==> src/rtl/alu_pkg.sv <==
// Shared definitions for the 6-bit ALU datapath blocks.
//   WIDTH_DEF   : default operand/result width (two's complement)
//   CNT_W       : width of an iteration counter that counts 0..WIDTH_DEF-1
//   MIN_NEG     : most negative value at WIDTH_DEF (1 followed by zeros)
//   div_state_t : sequencing states of the signed divider
package alu_pkg;

    localparam int WIDTH_DEF = 6;
    localparam int CNT_W     = $clog2(WIDTH_DEF);

    localparam logic [WIDTH_DEF-1:0] MIN_NEG = {1'b1, {(WIDTH_DEF-1){1'b0}}};

    typedef enum logic [1:0] {
        IDLE = 2'd0,
        RUN  = 2'd1,
        FIX  = 2'd2,
        DONE = 2'd3
    } div_state_t;

endpackage

==> src/rtl/signed_abs_neg.sv <==
// Combinational magnitude / conditional-negate helper.
//   value    : input operand
//   abs_mode : 1 -> return |value| (negate when value is negative)
//              0 -> return -value when neg is set, else value
//   neg      : negate request, used only when abs_mode = 0
//   result   : magnitude or negation, wrapping modulo 2^W.
//              |MIN_NEG| comes out as MIN_NEG, which is the correct
//              magnitude when the result is read as unsigned.
module signed_abs_neg #(
    parameter int W = 6
) (
    input  logic [W-1:0] value,
    input  logic         abs_mode,
    input  logic         neg,
    output logic [W-1:0] result
);

    logic do_negate;

    assign do_negate = abs_mode ? value[W-1] : neg;
    assign result    = do_negate ? (~value + W'(1)) : value;

endmodule

==> src/rtl/six_bit_signed_divider.sv <==
// Sequential signed divider: restoring division on magnitudes, one
// quotient bit per cycle, followed by a single sign-correction cycle.
//   clk, rst    : clock, asynchronous active-high reset
//   in_valid    : operand pair presented      in_ready  : high in IDLE only
//   dividend    : signed dividend             divisor   : signed divisor
//   out_valid   : result presented            out_ready : consumer accepts
//   quotient    : truncated toward zero       remainder : sign of dividend
//   div_by_zero : divisor was zero            overflow  : MIN_NEG / -1
// Accept-to-result is WIDTH+2 edges counting the accept edge itself
// (WIDTH RUN edges, one FIX edge); divide-by-zero skips straight to DONE.
module six_bit_signed_divider
    import alu_pkg::*;
#(
    parameter int WIDTH = WIDTH_DEF
) (
    input  logic             clk,
    input  logic             rst,
    input  logic             in_valid,
    output logic             in_ready,
    input  logic [WIDTH-1:0] dividend,
    input  logic [WIDTH-1:0] divisor,
    output logic             out_valid,
    input  logic             out_ready,
    output logic [WIDTH-1:0] quotient,
    output logic [WIDTH-1:0] remainder,
    output logic             div_by_zero,
    output logic             overflow
);

    localparam int                 CW       = $clog2(WIDTH);
    localparam logic [WIDTH-1:0]   MOST_NEG = {1'b1, {(WIDTH-1){1'b0}}};
    localparam logic [CW-1:0]      LAST_IT  = CW'(WIDTH - 1);

    div_state_t state_reg, state_next;

    logic [CW-1:0]    cnt_reg;
    logic             neg_q_reg, neg_r_reg;
    logic [WIDTH-1:0] quo_reg;      // dividend magnitude, quotient bits shift in
    logic [WIDTH-1:0] mag_b_reg;    // divisor magnitude
    logic [WIDTH:0]   rem_reg;      // partial remainder
    logic [WIDTH-1:0] quotient_reg, remainder_reg;
    logic             dbz_reg, ovf_reg;

    logic accept;
    logic divisor_zero;
    logic [WIDTH-1:0] mag_a, mag_b, quo_fixed, rem_fixed;
    logic [WIDTH+1:0] rem_shift, trial;

    assign accept       = (state_reg == IDLE) && in_valid;
    assign divisor_zero = (divisor == '0);

    signed_abs_neg #(.W(WIDTH)) u_abs_dividend (
        .value(dividend), .abs_mode(1'b1), .neg(1'b0), .result(mag_a));
    signed_abs_neg #(.W(WIDTH)) u_abs_divisor (
        .value(divisor),  .abs_mode(1'b1), .neg(1'b0), .result(mag_b));
    signed_abs_neg #(.W(WIDTH)) u_fix_quo (
        .value(quo_reg), .abs_mode(1'b0), .neg(neg_q_reg), .result(quo_fixed));
    signed_abs_neg #(.W(WIDTH)) u_fix_rem (
        .value(rem_reg[WIDTH-1:0]), .abs_mode(1'b0), .neg(neg_r_reg),
        .result(rem_fixed));

    // Shift the next dividend bit into the partial remainder, then trial
    // subtract. Two spare bits keep the borrow visible in trial's MSB.
    assign rem_shift = {rem_reg, quo_reg[WIDTH-1]};
    assign trial     = rem_shift - {2'b00, mag_b_reg};

    always_comb begin
        state_next = state_reg;
        unique case (state_reg)
            IDLE: if (in_valid)               state_next = divisor_zero ? DONE : RUN;
            RUN:  if (cnt_reg == LAST_IT)     state_next = FIX;
            FIX:                              state_next = DONE;
            DONE: if (out_ready)              state_next = IDLE;
            default:                          state_next = IDLE;
        endcase
    end

    always_ff @(posedge clk or posedge rst) begin
        if (rst) begin
            state_reg <= IDLE;
        end else begin
            state_reg <= state_next;
        end
    end

    always_ff @(posedge clk or posedge rst) begin
        if (rst) begin
            cnt_reg       <= '0;
            neg_q_reg     <= 1'b0;
            neg_r_reg     <= 1'b0;
            quo_reg       <= '0;
            mag_b_reg     <= '0;
            rem_reg       <= '0;
            quotient_reg  <= '0;
            remainder_reg <= '0;
            dbz_reg       <= 1'b0;
            ovf_reg       <= 1'b0;
        end else begin
            if (accept) begin
                neg_q_reg <= dividend[WIDTH-1] ^ divisor[WIDTH-1];
                neg_r_reg <= dividend[WIDTH-1];
                quo_reg   <= mag_a;
                mag_b_reg <= mag_b;
                rem_reg   <= '0;
                cnt_reg   <= '0;
                dbz_reg   <= divisor_zero;
                ovf_reg   <= (dividend == MOST_NEG) && (divisor == '1);
                if (divisor_zero) begin
                    quotient_reg  <= '1;
                    remainder_reg <= dividend;
                end
            end else if (state_reg == RUN) begin
                cnt_reg <= cnt_reg + CW'(1);
                if (!trial[WIDTH+1]) begin
                    rem_reg <= trial[WIDTH:0];
                    quo_reg <= {quo_reg[WIDTH-2:0], 1'b1};
                end else begin
                    rem_reg <= rem_shift[WIDTH:0];
                    quo_reg <= {quo_reg[WIDTH-2:0], 1'b0};
                end
            end else if (state_reg == FIX) begin
                quotient_reg  <= quo_fixed;
                remainder_reg <= rem_fixed;
            end
        end
    end

    assign in_ready    = (state_reg == IDLE);
    assign out_valid   = (state_reg == DONE);
    assign quotient    = quotient_reg;
    assign remainder   = remainder_reg;
    assign div_by_zero = dbz_reg;
    assign overflow    = ovf_reg;

endmodule

==> config.mk <==
export PLATFORM = sky130hd
export DESIGN_NAME = six_bit_signed_divider
export DESIGN_NICKNAME = d
export VERILOG_FILES = /design/src/rtl/alu_pkg.sv /design/src/rtl/signed_abs_neg.sv /design/src/rtl/six_bit_signed_divider.sv
export SDC_FILE = /design/constraint.sdc
export NUM_CORES = 1
export LEC_CHECK = 0
export CORE_AREA = 2 2 82 84
export DETAILED_ROUTE_END_ITERATION = 12
export DIE_AREA = 0 0 84 86
export PLACE_DENSITY = 0.75
export SLEW_MARGIN = 20
export SYNTH_ARGS = -nofsm -noshare
export SYNTH_HDL_FRONTEND = slang
export SYNTH_SLANG_ARGS = --single-unit
export TNS_END_PERCENT = 1
==> constraint.sdc <==
create_clock -name clk -period 4.2 [get_ports clk]
set_input_delay 1.26 -clock clk [delete_from_list [all_inputs] [get_ports clk]]
set_output_delay 1.26 -clock clk [all_outputs]
set_load 0.1 [all_outputs]
# Yosys cells after proc, flatten, opt, wreduce, memory -nomap -nowiden
# Cells that the tools add are included.
[op_classes]
n_mul = 0
shifts = 0
n_lt_le_gt_ge = 0
reduce_logical = 8
n_eq_ne = 11
bitwise = 5
mux = 25
div = 0
n_addsub = 6
[ops]
columns = ["op", "count"]
rows = [
  ["two-way mux 6 bit", 14],
  ["adder 6 x 1 -> 6 bit (second input constant)", 4],
  ["NOT 6 bit", 4],
  ["two-way mux 7 bit", 3],
  ["equality test 6 bit (second input constant)", 2],
  ["two-way mux 2 bit", 4],
  ["one-hot mux 2 bit (4 select lines)", 1],
  ["subtractor 8 x 6 -> 8 bit", 1],
  ["logical NOT 6 bit", 1],
  ["two-way mux 3 bit", 2],
  ["!= test 2 bit (second input constant)", 3],
  ["AND reduction 3 bit", 2],
  ["equality test 2 bit (second input constant)", 2],
  ["!= test 2 x 1 -> 1 bit (second input constant)", 2],
  ["nonzero test 2 bit", 2],
  ["adder 3 x 1 -> 3 bit (second input constant)", 1],
  ["equality test 3 bit (second input constant)", 1],
  ["equality test 2 x 1 -> 1 bit (second input constant)", 1],
  ["logical AND 1 bit", 2],
  ["logical NOT 2 bit", 1],
  ["two-way mux 1 bit", 1],
  ["XOR 1 bit", 1],
]
[word_totals]
out_inout_bits = 16
inputBits = 16
romBits = 0
memories = 0
register_bits = 40
mem_bits_rw = 0
latch_bits = 0
word_cells = 66

# Depth between registers and ports, before layout
[logic_depth]
word_depth = 6
ltp_mapped = 9

# Cells and area by module
# A second synthesis with hierarchy kept.
[hier_totals]
cells_unflattened = 306
hier_area_um2 = 2700.1
[by_module_without_submodules]
columns = ["mod", "cells_each", "area_per_inst_um2", "n_inst"]
rows = [
  ["six_bit_signed_divider", 238, 2209.6, 1],
  ["signed_abs_neg", 17, 122.6, 4],
]

# Worst setup path before layout
# OpenSTA, ideal clock, no wires.
[synth_path]
kind = "input port to flip-flop"
start = "in divisor[0]"
end = "reg quotient_reg[0] (netlist: quotient[0])"
path_stages = 8
setup_slack_ns = 1.239
n_path_buf = 1
t_arrival_ns = 2.835
cell_sequence = "inv_1 -> ha_1 -> or3b_4 -> nor4b_4 -> nand2_2 -> a21oi_4 -> buf_12 -> mux2_4"
[synth_via]
elab_chain_len = 3
[synth_rtl]
columns = ["item", "line_no", "text"]
rows = [
  ["start, declared", "six_bit_signed_divider.sv:21", "input logic [WIDTH-1:0] divisor,"],
  ["logical NOT 6 bit", "six_bit_signed_divider.sv:50", "assign divisor_zero = (divisor == '0);"],
  ["!= test 2 x 1 -> 1 bit (no line)", "-", ""],
  ["AND reduction 3 bit (no line)", "-", ""],
  ["end signal, assigned", "six_bit_signed_divider.sv:122", "quotient_reg <= quo_fixed;"],
  ["end, declared", "six_bit_signed_divider.sv:41", "logic [WIDTH-1:0] quotient_reg, remainder_reg;"],
]
# No other way between the ends.
# A chain may end at the register's enable or synchronous reset.

# Worst setup path after layout
[layout_path]
start = "in divisor[0]"
end = "reg quotient_reg[5] (netlist: quotient[5])"
# The elaborated chain is that of the path after synthesis.

==> summary.md <==
| Metric | Value |
|---|---|
| Outcome | finished clean |
| CP cell instances | clkdlybuf4s50_1 > inv_1 > ha_1 > or3b_4 > nor4b_4 > nand2_2 > a21oi_4 > mux2_2 |
| Syn_nets | 332 |
| Ys async rst share | 100% |
| Inst Count DP | roughly 400 |
| HP Class | reg2reg |
| Worst Path Required | 4.38 ns |
| Slew at the pin closest to its max-slew limit | a little under 1 ns |
| DRT iter0 DRCs | approximately 100 |
| Rel. slew slack | 35.5% |
| Max_cap viols | 0 |
| Number of synthesized flops with an enable pin | 0 |
| Final worst setup slack | 0.752 ns |
| Grt total ovfl | 0 |
| Full die area | 7220 um^2 |
| Gr busiest metal | met2 |
| Fin cells | 403 |
| Mux cell area share after synthesis | ~6.8% |
| Final Max Slew Viols | 0 |
| Die Width | 84 um |
| CP arrival | 3.63 ns |
| Unique masters post-synth | 52 |
| Setup WS pre-CTS | 0.437 ns |
| Synth area leaders | dfrtp_1, ha_1, o21ai_0 |
| Most frequent cells in the layout | dfrtp_1, nand2_1, o21ai_0 |
| Initial Util | 43.7% |
| Min Tclk post-route | roughly 3.4 ns |
| Startpoint types | input port |
| Setup violations, final | 0 |
| Buffer count from post-CTS setup fixing | 0 |
| Largest net degree at the start of global routing | between 40 and 50 |
| Vias in the first global route | 2032 |
| Slowest-stage cell, CP | clkdlybuf4s50_1 |
| CP Capture Type | flop |
| Avg WL per Cell | approximately 15 um |
| Fraction of layout cells with a size suffix above 1 | 8.28% |
| Final #Nets | roughly 360 |
| Crit path from | divisor[0] |
| Clk sinks | 40 |
| RSZ-0062 raised after global routing | false |
| Setup TNS | 0 ns |
| # DRC | 0 |
| Post-CTS sizing | 0 |
| I/O Buffers | 31 |
| WS Path Type | in2reg |
| Clk_lat worst skew | between 0.2 and 0.3 ns |
| CP Max Fanout | 12 |
| Routed wire length | 6020 um |
| # IOs | 32 |
| Commonest non-fill, non-tap cell in the layout | dfrtp_1 |
| Largest family of logic cells by synthesized area | compound AO/OA/AOI/OAI gates |
| Initial antenna violation count | 0 |
| Seq cells post-synth | 40 |
| Adder-Cell Fraction of Synth Area | 8.95% |
| GPL Wtd Cong | a little over 0.8 |
| CTS Buffer Depth | 2 |
| Period utilization | 82.1% |
| Num CTS Buffers | 5 |
| Synth Warn # | 0 |
| H-tree depth | 2 |
| Post-Synthesis Cells | 297 |
| Clock Skew | 0.00555 ns |
| Die Y | between 80 and 90 um |
| Post-Synth XOR/XNOR Area | 6.07% |
| Compound-Gate Fraction of Synth Area | 19.4% |
| Mean post-synth cell area | between 9 and 10 um^2 |
| Met2 Use GR | 28.1% |
| Most common flop cell mapped by yosys | dfrtp_1 |
| Max FFs per register | 7 |
| CP peak stage delay | 0.44 ns |
| CTS tree | yes |
| Clk pin slew, worst setup/hold paths | about 0.08 ns |
| Post-DP HPWL | 4470 um |
| Worst R2R Start | rem_reg[2]$_DFFE_PP0P_ |
| Antenna Nets Post-Route | 0 |
| Hold-fix buffers, CTS | 0 |
| GR Util met3 | 2.98% |
| Share of the yosys chip area belonging to registers | between 30 and 40% |
| Synth top area share | 36.5% |
| Vias | 2263 |
| ANT cells | 0 |
| Synth Area in Simple Gates | 16.2% |
| M1 GR Usage | 23.7% |
| Max Clk Rate | 0.290 GHz |
| First-pass GRT wire length | 9860 um |
| Core ar. | ~6300 um^2 |
| Mapped Area | between 2000 and 3000 um^2 |
| Worst min-delay path startpoint | mag_b_reg[4]$_DFFE_PP0P_ |
| Gr usage total | 16.9% |
| Vias/cell | 5.62 |
| CTS root buf | clkbuf_8 |
| Cell taking the most area after synthesis | dfrtp_1 |
| Layout Area Growth over Synthesis | 16.2% |
| Fin Hold WS | 0.488 ns |
| Pre-antenna DRT Iters | 4 |
| Final hold vios | 0 |
| Cell Rows | 29 |
stage by stage:
| step | cell area, um^2 | utilization [%] |
|---|---|---|
| floorplan | 2740 | - |
| global placement | 3110 | 49.5 |
| detailed placement | 3110 | 49.5 |
| CTS | 3190 | 50.8 |
| global route | 3190 | 50.8 |
| finish | 3190 | 50.8 |
Yosys cell counts, types with 2 or more instances:
master	instances
buf_2	4
mux2i_1	6
a2bb2oi_1	4
a211oi_1	6
o21ai_0	32
or3_1	2
nor2_1	11
dfrtp_1	40
nand2_1	34
a21oi_1	6
clkbuf_1	6
xnor2_1	11
o211ai_1	3
o31ai_1	6
mux2_4	7
inv_1	26
nor4_1	3
nand3_1	5
nand2b_1	2
nand4_1	8
ha_1	18
a21boi_0	2
mux2_2	2
nor2b_1	8
a31oi_1	6
buf_1	2
a21o_1	2
xor2_1	8
a311oi_1	2
nor3_1	3
logic make-up after synthesis:
logic type | count (synthesis)
AOI/OAI and AO/OA | 80
xor gates and xnor gates | 19
and+or+nand+nor | 85
adders and majority gates | 19
buffers and inverters | 39
DFF | 40
muxes | 15
metal layers:
layer,vias up,part of all wire [%]
met3,4,3.9
li1,1110,-
met2,57,48
met4,0,0.56
met1,1092,47
met5,-,0
path summary, 6_finish.rpt:
kind	to	cells past startpoint	slack, ns
setup / recovery	quotient[5]$_DFFE_PP0P_	8	0.75
max in group asynchronous	overflow$_DFFE_PP0P_	3	2.43
hold reg to reg	mag_b_reg[4]$_DFFE_PP0P_	2	0.49
min in group asynchronous	quotient[2]$_DFFE_PP0P_	3	1.41
setup reg to reg	rem_reg[5]$_DFFE_PP0P_	6	1.81
hold / removal	mag_b_reg[4]$_DFFE_PP0P_	2	0.49
critical path: cells and delay by family:
kind | cells | cell delay (ns)
compound gates | 1 | 0.40
mux | 1 | 0.39
simple gates | 3 | 0.88
fa+ha+maj | 1 | 0.17
buf+inv | 2 | 0.53
layout make-up:
type,instances,area (um^2)
Clock buffer,5,68.8
Clock inverter,2,12.5
Fill cell,591,3090
Inverter,26,97.6
Multi-Input combinational cell,218,1570
Sequential cell,40,1000
Tap cell,77,96.3
Timing Repair Buffer,35,338
Power is left out: the tool's default activity adds up to more than one toggle a clock period on the data nets, which glitch-free logic cannot reach.
==> patch 1, RTL diff (config.mk and constraints unchanged) <==
Set the package constant `WIDTH_DEF` to 4 (it was 6).
--- a/src/rtl/alu_pkg.sv
+++ b/src/rtl/alu_pkg.sv
@@ -7,3 +7,3 @@
 
-    localparam int WIDTH_DEF = 6;
+    localparam int WIDTH_DEF = 4;
     localparam int CNT_W     = $clog2(WIDTH_DEF);
Ports: changed (resized dividend, divisor, quotient and remainder); port bits go from 32 to 24. The function was not compared with the original's and may differ.
==> patch 1 against the original RTL <==
Area after synthesis shrank 33%; sequential cell count decreased by 11; sequential share of layout area up 1.2 points; worst setup slack better by 400 ps; cell count fell by 27%; design area fell by 30%; routed wire length is 36% lower.
Power is left out: the tool's default activity adds up to more than one toggle a clock period on the data nets, which glitch-free logic cannot reach.
==> patch 1: results (changes against the original RTL) <==
- Slowest CP cell: clkdlybuf4s50_1 (unchanged)
- First-pass GRT wire length: 6730 µm (was 9860 µm)
- Xor/xnor share of the synthesized area: 4.32% (was 6.07%)
- M1 wire length: 1940 µm (was 2850 µm)
- Complex-gate fraction of the synthesized area: 17.3% (was 19.4%)
- Outcome: finished, final reports clean (unchanged)
- Share of layout cells above drive strength 1: 11.0% (was 8.28%)
- PortBufs: 23 (was 31)
- Post-synth cell types: 45 (was 52)
- Critical path's top delay family: buffers and inverters (was simple AND/OR/NAND/NOR gates)
- Clock-pin slew on the worst setup and hold paths: 60 ps (was 80 ps)
- Post-Syn Instances: 194 (was 297)
- Syn_area_per_cell: 9.42 µm² (was 9.23 µm²)
- Clock buffer count: 7 (was 5)
- CP Data Arrival Time: 1790 ps (was 3630 ps)
- Max reg flops: 5 (was 7)
- DP HPWL: 2930 µm (was 4470 µm)
- Ranking of synthesized cells by area: dfrtp_1 40%, ha_1 9.6%, mux2i_1 4.4% (was dfrtp_1 37%, ha_1 8.2%, o21ai_0 5.8%)
- Metal3 WL: 182 µm (was 233 µm)
- Layout Cell Area excl Fill: 2230 µm² (was 3190 µm²)
- Met2 GRT Util: 18.5% (was 28.1%)
- Vias: 1470 (was 2263)
- Vias in the first global route: 1427 (was 2032)
- Global Route Usage Sum: 11.6% (was 16.9%)
- Met2 WL post-DR: 1720 µm (was 2910 µm)
- Pre-CTS setup slack: 1030 ps (was 437 ps)
- Clk Latency, worst-skew pair: 280 ps
- Commonest cells in the netlist: 29 x dfrtp_1, 21 x nand2_1, 19 x inv_1 (was 40 x dfrtp_1, 34 x nand2_1, 32 x o21ai_0)
- Rel. slew slack: 34.8% (was 35.5%)
- Wire length per cell: 13.1 µm (was 14.9 µm)
- Layout inverter count without the clock tree: 20 (was 26)
- Register area share after synthesis: 39.7% (was 36.5%)
- Final std cells w/o fill: 296 (was 403)
- Mux contribution to synthesized area: 6.23% (was 6.85%)
- Gp weighted congestion: 0.855 (was 0.824)
- Area post-placement: 2120 µm² (was 3110 µm²)
- Met1 usage: 15.8% (was 23.7%)
- Ant diodes: 0 (unchanged)
- Sequential cell area: 726 µm² (was 1000 µm²)
- Clock network contribution to total cell area: 4.55% (was 2.55%)
- Post-Syn Nets: 221 (was 332)
- Signal buffers: 25 (was 35)
- DRT iter0 DRCs: 51 (was 99)
- Global routing usage on met3: 2.79% (was 2.98%)
- Multi-input gate area: 987 µm² (was 1570 µm²)
- Largest net degree at the start of global routing: 30 (was 41)
- Fill cells: 655 (was 591)
- Placed Cells: 288 (was 396)
- Ys async rst share: 100% (unchanged)
- CP peak stage delay: 1140 ps (was 440 ps)
- Register bit count reported by yosys: 29 (was 40)
- Multi-input gates: 137 (was 218)
- Clock Skews: 4.43 ps (was 5.55 ps)
- Max layer used: met4 (unchanged)
- CTS Buf Count: 5 (unchanged)
- Synth Area in Adders: 10.7% (was 8.95%)
- Final nets: 245 (was 361)
- Crit path max fanout: 2 (was 12)
- Initial antenna violation count: 0 (unchanged)
- Non-clock buffer share: 10.8% (was 10.6%)
## patch 1: cell count changes in the layout (fill, tap and decap cells not counted), sizes merged, moves of 6 or more
cell and change:
nand2 -14, clkdlybuf4s50 -9, nand4 -7, inv -6
xor2 -7, o21ai -15, dfrtp -11, mux2 -6
## patch 1: path summary, 6_finish.rpt
check                                               from                       end  slack [ps]  cells after the start
worst max-delay path             div_by_zero$_DFFE_PP0P_               div_by_zero        1150                      1
worst min-delay path                overflow$_DFFE_PP0P_      overflow$_DFFE_PP0P_         500                      2
worst max register to register  mag_b_reg[1]$_DFFE_PP0P_    rem_reg[4]$_DFFE_PP0P_        2050                      7
worst min register to register      overflow$_DFFE_PP0P_      overflow$_DFFE_PP0P_         500                      2
max in group asynchronous                            rst    rem_reg[4]$_DFFE_PP0P_        2420                      2
min in group asynchronous                            rst  remainder[1]$_DFFE_PP0P_        1380                      2
==> patch 2, RTL diff (config.mk and constraints unchanged) <==
Without the edit above. Make the reset (`rst`) synchronous in 2 clocked blocks. Comments in the files are not updated.
--- a/src/rtl/six_bit_signed_divider.sv
+++ b/src/rtl/six_bit_signed_divider.sv
@@ -77,3 +77,3 @@
 
-    always_ff @(posedge clk or posedge rst) begin
+    always_ff @(posedge clk) begin
         if (rst) begin
@@ -85,3 +85,3 @@
 
-    always_ff @(posedge clk or posedge rst) begin
+    always_ff @(posedge clk) begin
         if (rst) begin
Function: differs if rst is asserted again (counterexample within 4 cycles, from zero or initial values and one cycle with rst high); with rst held inactive, the same outputs for 10 cycles.
==> patch 2 against the original RTL <==
Non-clock buffer count unchanged; worst setup slack better by 64 ps; area after synthesis fell by 9.0%; sequential cell count is the same; sequential share of layout area down 4.3 points; routed wire length shrank 9.9%; design area decreased by 7.2%; largest cell class unchanged.
==> patch 2: results (changes against the original RTL) <==
- Rel. slew slack: 33.6% (was 35.5%)
- Global Route Usage Sum: 16.0% (was 16.9%)
- Drt total wl: 5430 µm (was 6020 µm)
- H-tree depth: 2 (unchanged)
- Ant diodes: 0 (unchanged)
- CP Data Arrival Time: 3590 ps (was 3630 ps)
- Ys async rst share: 0% (was 100%)
- Root Buffer: clkbuf_8 (unchanged)
- Final nets: 365 (was 361)
- Outcome: finished, final reports clean (unchanged)
- Commonest cells in the netlist: 40 x dfxtp_1, 40 x nor2_1, 26 x nand2_1 (was 40 x dfrtp_1, 34 x nand2_1, 32 x o21ai_0)
- Pre-CTS setup slack: 488 ps (was 437 ps)
- Initial antenna violation count: 0 (unchanged)
- Final setup fails: 0 (unchanged)
- HP Class: register to register (unchanged)
- First-pass iteration count of the detailed router: 4 (unchanged)
- Number of synthesis warnings: 0 (unchanged)
- Leak pwr: 0.00113 µW
- Ranking of synthesized cells by area: dfxtp_1 32%, ha_1 9.5%, mux2i_1 6.8% (was dfrtp_1 37%, ha_1 8.2%, o21ai_0 5.8%)
- Crit path max fanout: 14 (was 12)
- DRT iter0 DRCs: 75 (was 99)
- Max VDD drop: 0.000384 V
- Via/cell ratio: 5.33 (was 5.62)
- Post-CTS Setup Bufs: 0 (unchanged)
- Post-CTS Resized: 0 (unchanged)
- Max reg flops: 7 (unchanged)
- Largest net degree at the start of global routing: 29 (was 41)
- Register area share after synthesis: 32.1% (was 36.5%)
- Share of layout cells above drive strength 1: 6.36% (was 8.28%)
- Area post-placement: 2860 µm² (was 3110 µm²)
- Post-Syn Nets: 338 (was 332)
- Vias in the first global route: 2168 (was 2032)
- Clk Latency, worst-skew pair: 300 ps
- DP HPWL: 4140 µm (was 4470 µm)
- Gp weighted congestion: 0.789 (was 0.824)
- Post-synth cell types: 48 (was 52)
- Clock-pin slew on the worst setup and hold paths: 80 ps (about the same)
- Clock Skews: 8.41 ps (was 5.55 ps)
- Fill cells: 612 (was 591)
- First-pass GRT wire length: 9510 µm (was 9860 µm)
- PortBufs: 31 (unchanged)
- CTS Buf Count: 5 (unchanged)
- Layout Cell Area excl Fill: 2960 µm² (was 3190 µm²)
## patch 2: changes by cell type in the layout (fill, tap and decap cells not counted), moves of 4 or more
cell,unedited run,this run
a211oi_1,6,18
a21oi_1,6,16
a2bb2oi_1,4,0
a31oi_1,6,0
dfrtp_1,40,0
dfxtp_1,0,40
mux2_4,7,0
mux2i_1,6,17
nand2_1,34,26
nand4_1,8,1
nor2_1,11,40
nor2b_1,8,4
o21ai_0,32,15
## patch 2: layout make-up
class | count | area share (%)
Sequential cell | 40 | 27.1
Timing Repair Buffer | 35 | 11.3
Multi-Input combinational cell | 223 | 52.1
Clock inverter | 2 | 0.339
Clock buffer | 6 | 2.79
Inverter | 24 | 3.05
Tap cell | 77 | 3.26
## patch 2: cells by family (layout without fill, tap and decap cells)
kind of cell | count (synthesis) | in the layout | synth area share (%)
AOI/OAI and AO/OA | 70 | 70 | 19.6
buffers and inverters | 39 | 67 | 6.12
muxes | 18 | 18 | 7.27
and+or+nand+nor | 96 | 96 | 18.0
adders and majority gates | 20 | 20 | 10.3
xor gates and xnor gates | 19 | 19 | 6.67
DFF | 40 | 40 | 32.1
## patch 2: worst paths after layout
| kind | slack, ps | startpoint | depth (start not counted) | to |
|---|---|---|---|---|
| max | 820 | divisor[1] | 9 | remainder[0]$_SDFFE_PP0P_ |
| min | 460 | div_by_zero$_SDFFE_PP0P_ | 2 | div_by_zero$_SDFFE_PP0P_ |
| max reg2reg | 1890 | rem_reg[4]$_SDFFE_PP0N_ | 7 | rem_reg[5]$_SDFFE_PP0N_ |
| min reg2reg | 460 | div_by_zero$_SDFFE_PP0P_ | 2 | div_by_zero$_SDFFE_PP0P_ |
## patch 2: layer usage
layer | share of wire, % | wire length, µm | track usage, % | vias up
met1 | 45 | 2460 | 18.2 | 1029
li1 | - | - | - | 1110
met5 | 0 | 0 | 0 | -
met3 | 2.1 | 116 | 3.08 | 8
met2 | 51 | 2750 | 29.4 | 24
met4 | 1.7 | 94 | 6.30 | 0
## patch 2: metrics by stage
| stage | instances | total power (µW) | hold slack (ps) |
|---|---|---|---|
| 2_1_floorplan | 302 | 1620 | 440 |
| 3_3_place_gp | 399 | 1840 | 460 |
| 3_5_place_dp | 399 | 1870 | 453 |
| 4_1_cts | 407 | 2150 | 464 |
| 5_1_grt | 407 | 2310 | 490 |
| 6_report | 407 | 2140 | 462 |
## patch 2: critical path, stage by stage
cell and delay [ps]:
clkdlybuf4s50_1 490, inv_1 90, ha_1 150, or3b_2 450, nor3_1 230, nand2_1 160, a21oi_4 420, nor2_1 80
a311oi_1 250
## patch 2: power by group
part	internal (µW)	leakage [µW]	switching, µW
clock	131	0.0000510	138
sequential	479	0.000327	104
combinational	503	0.000757	780
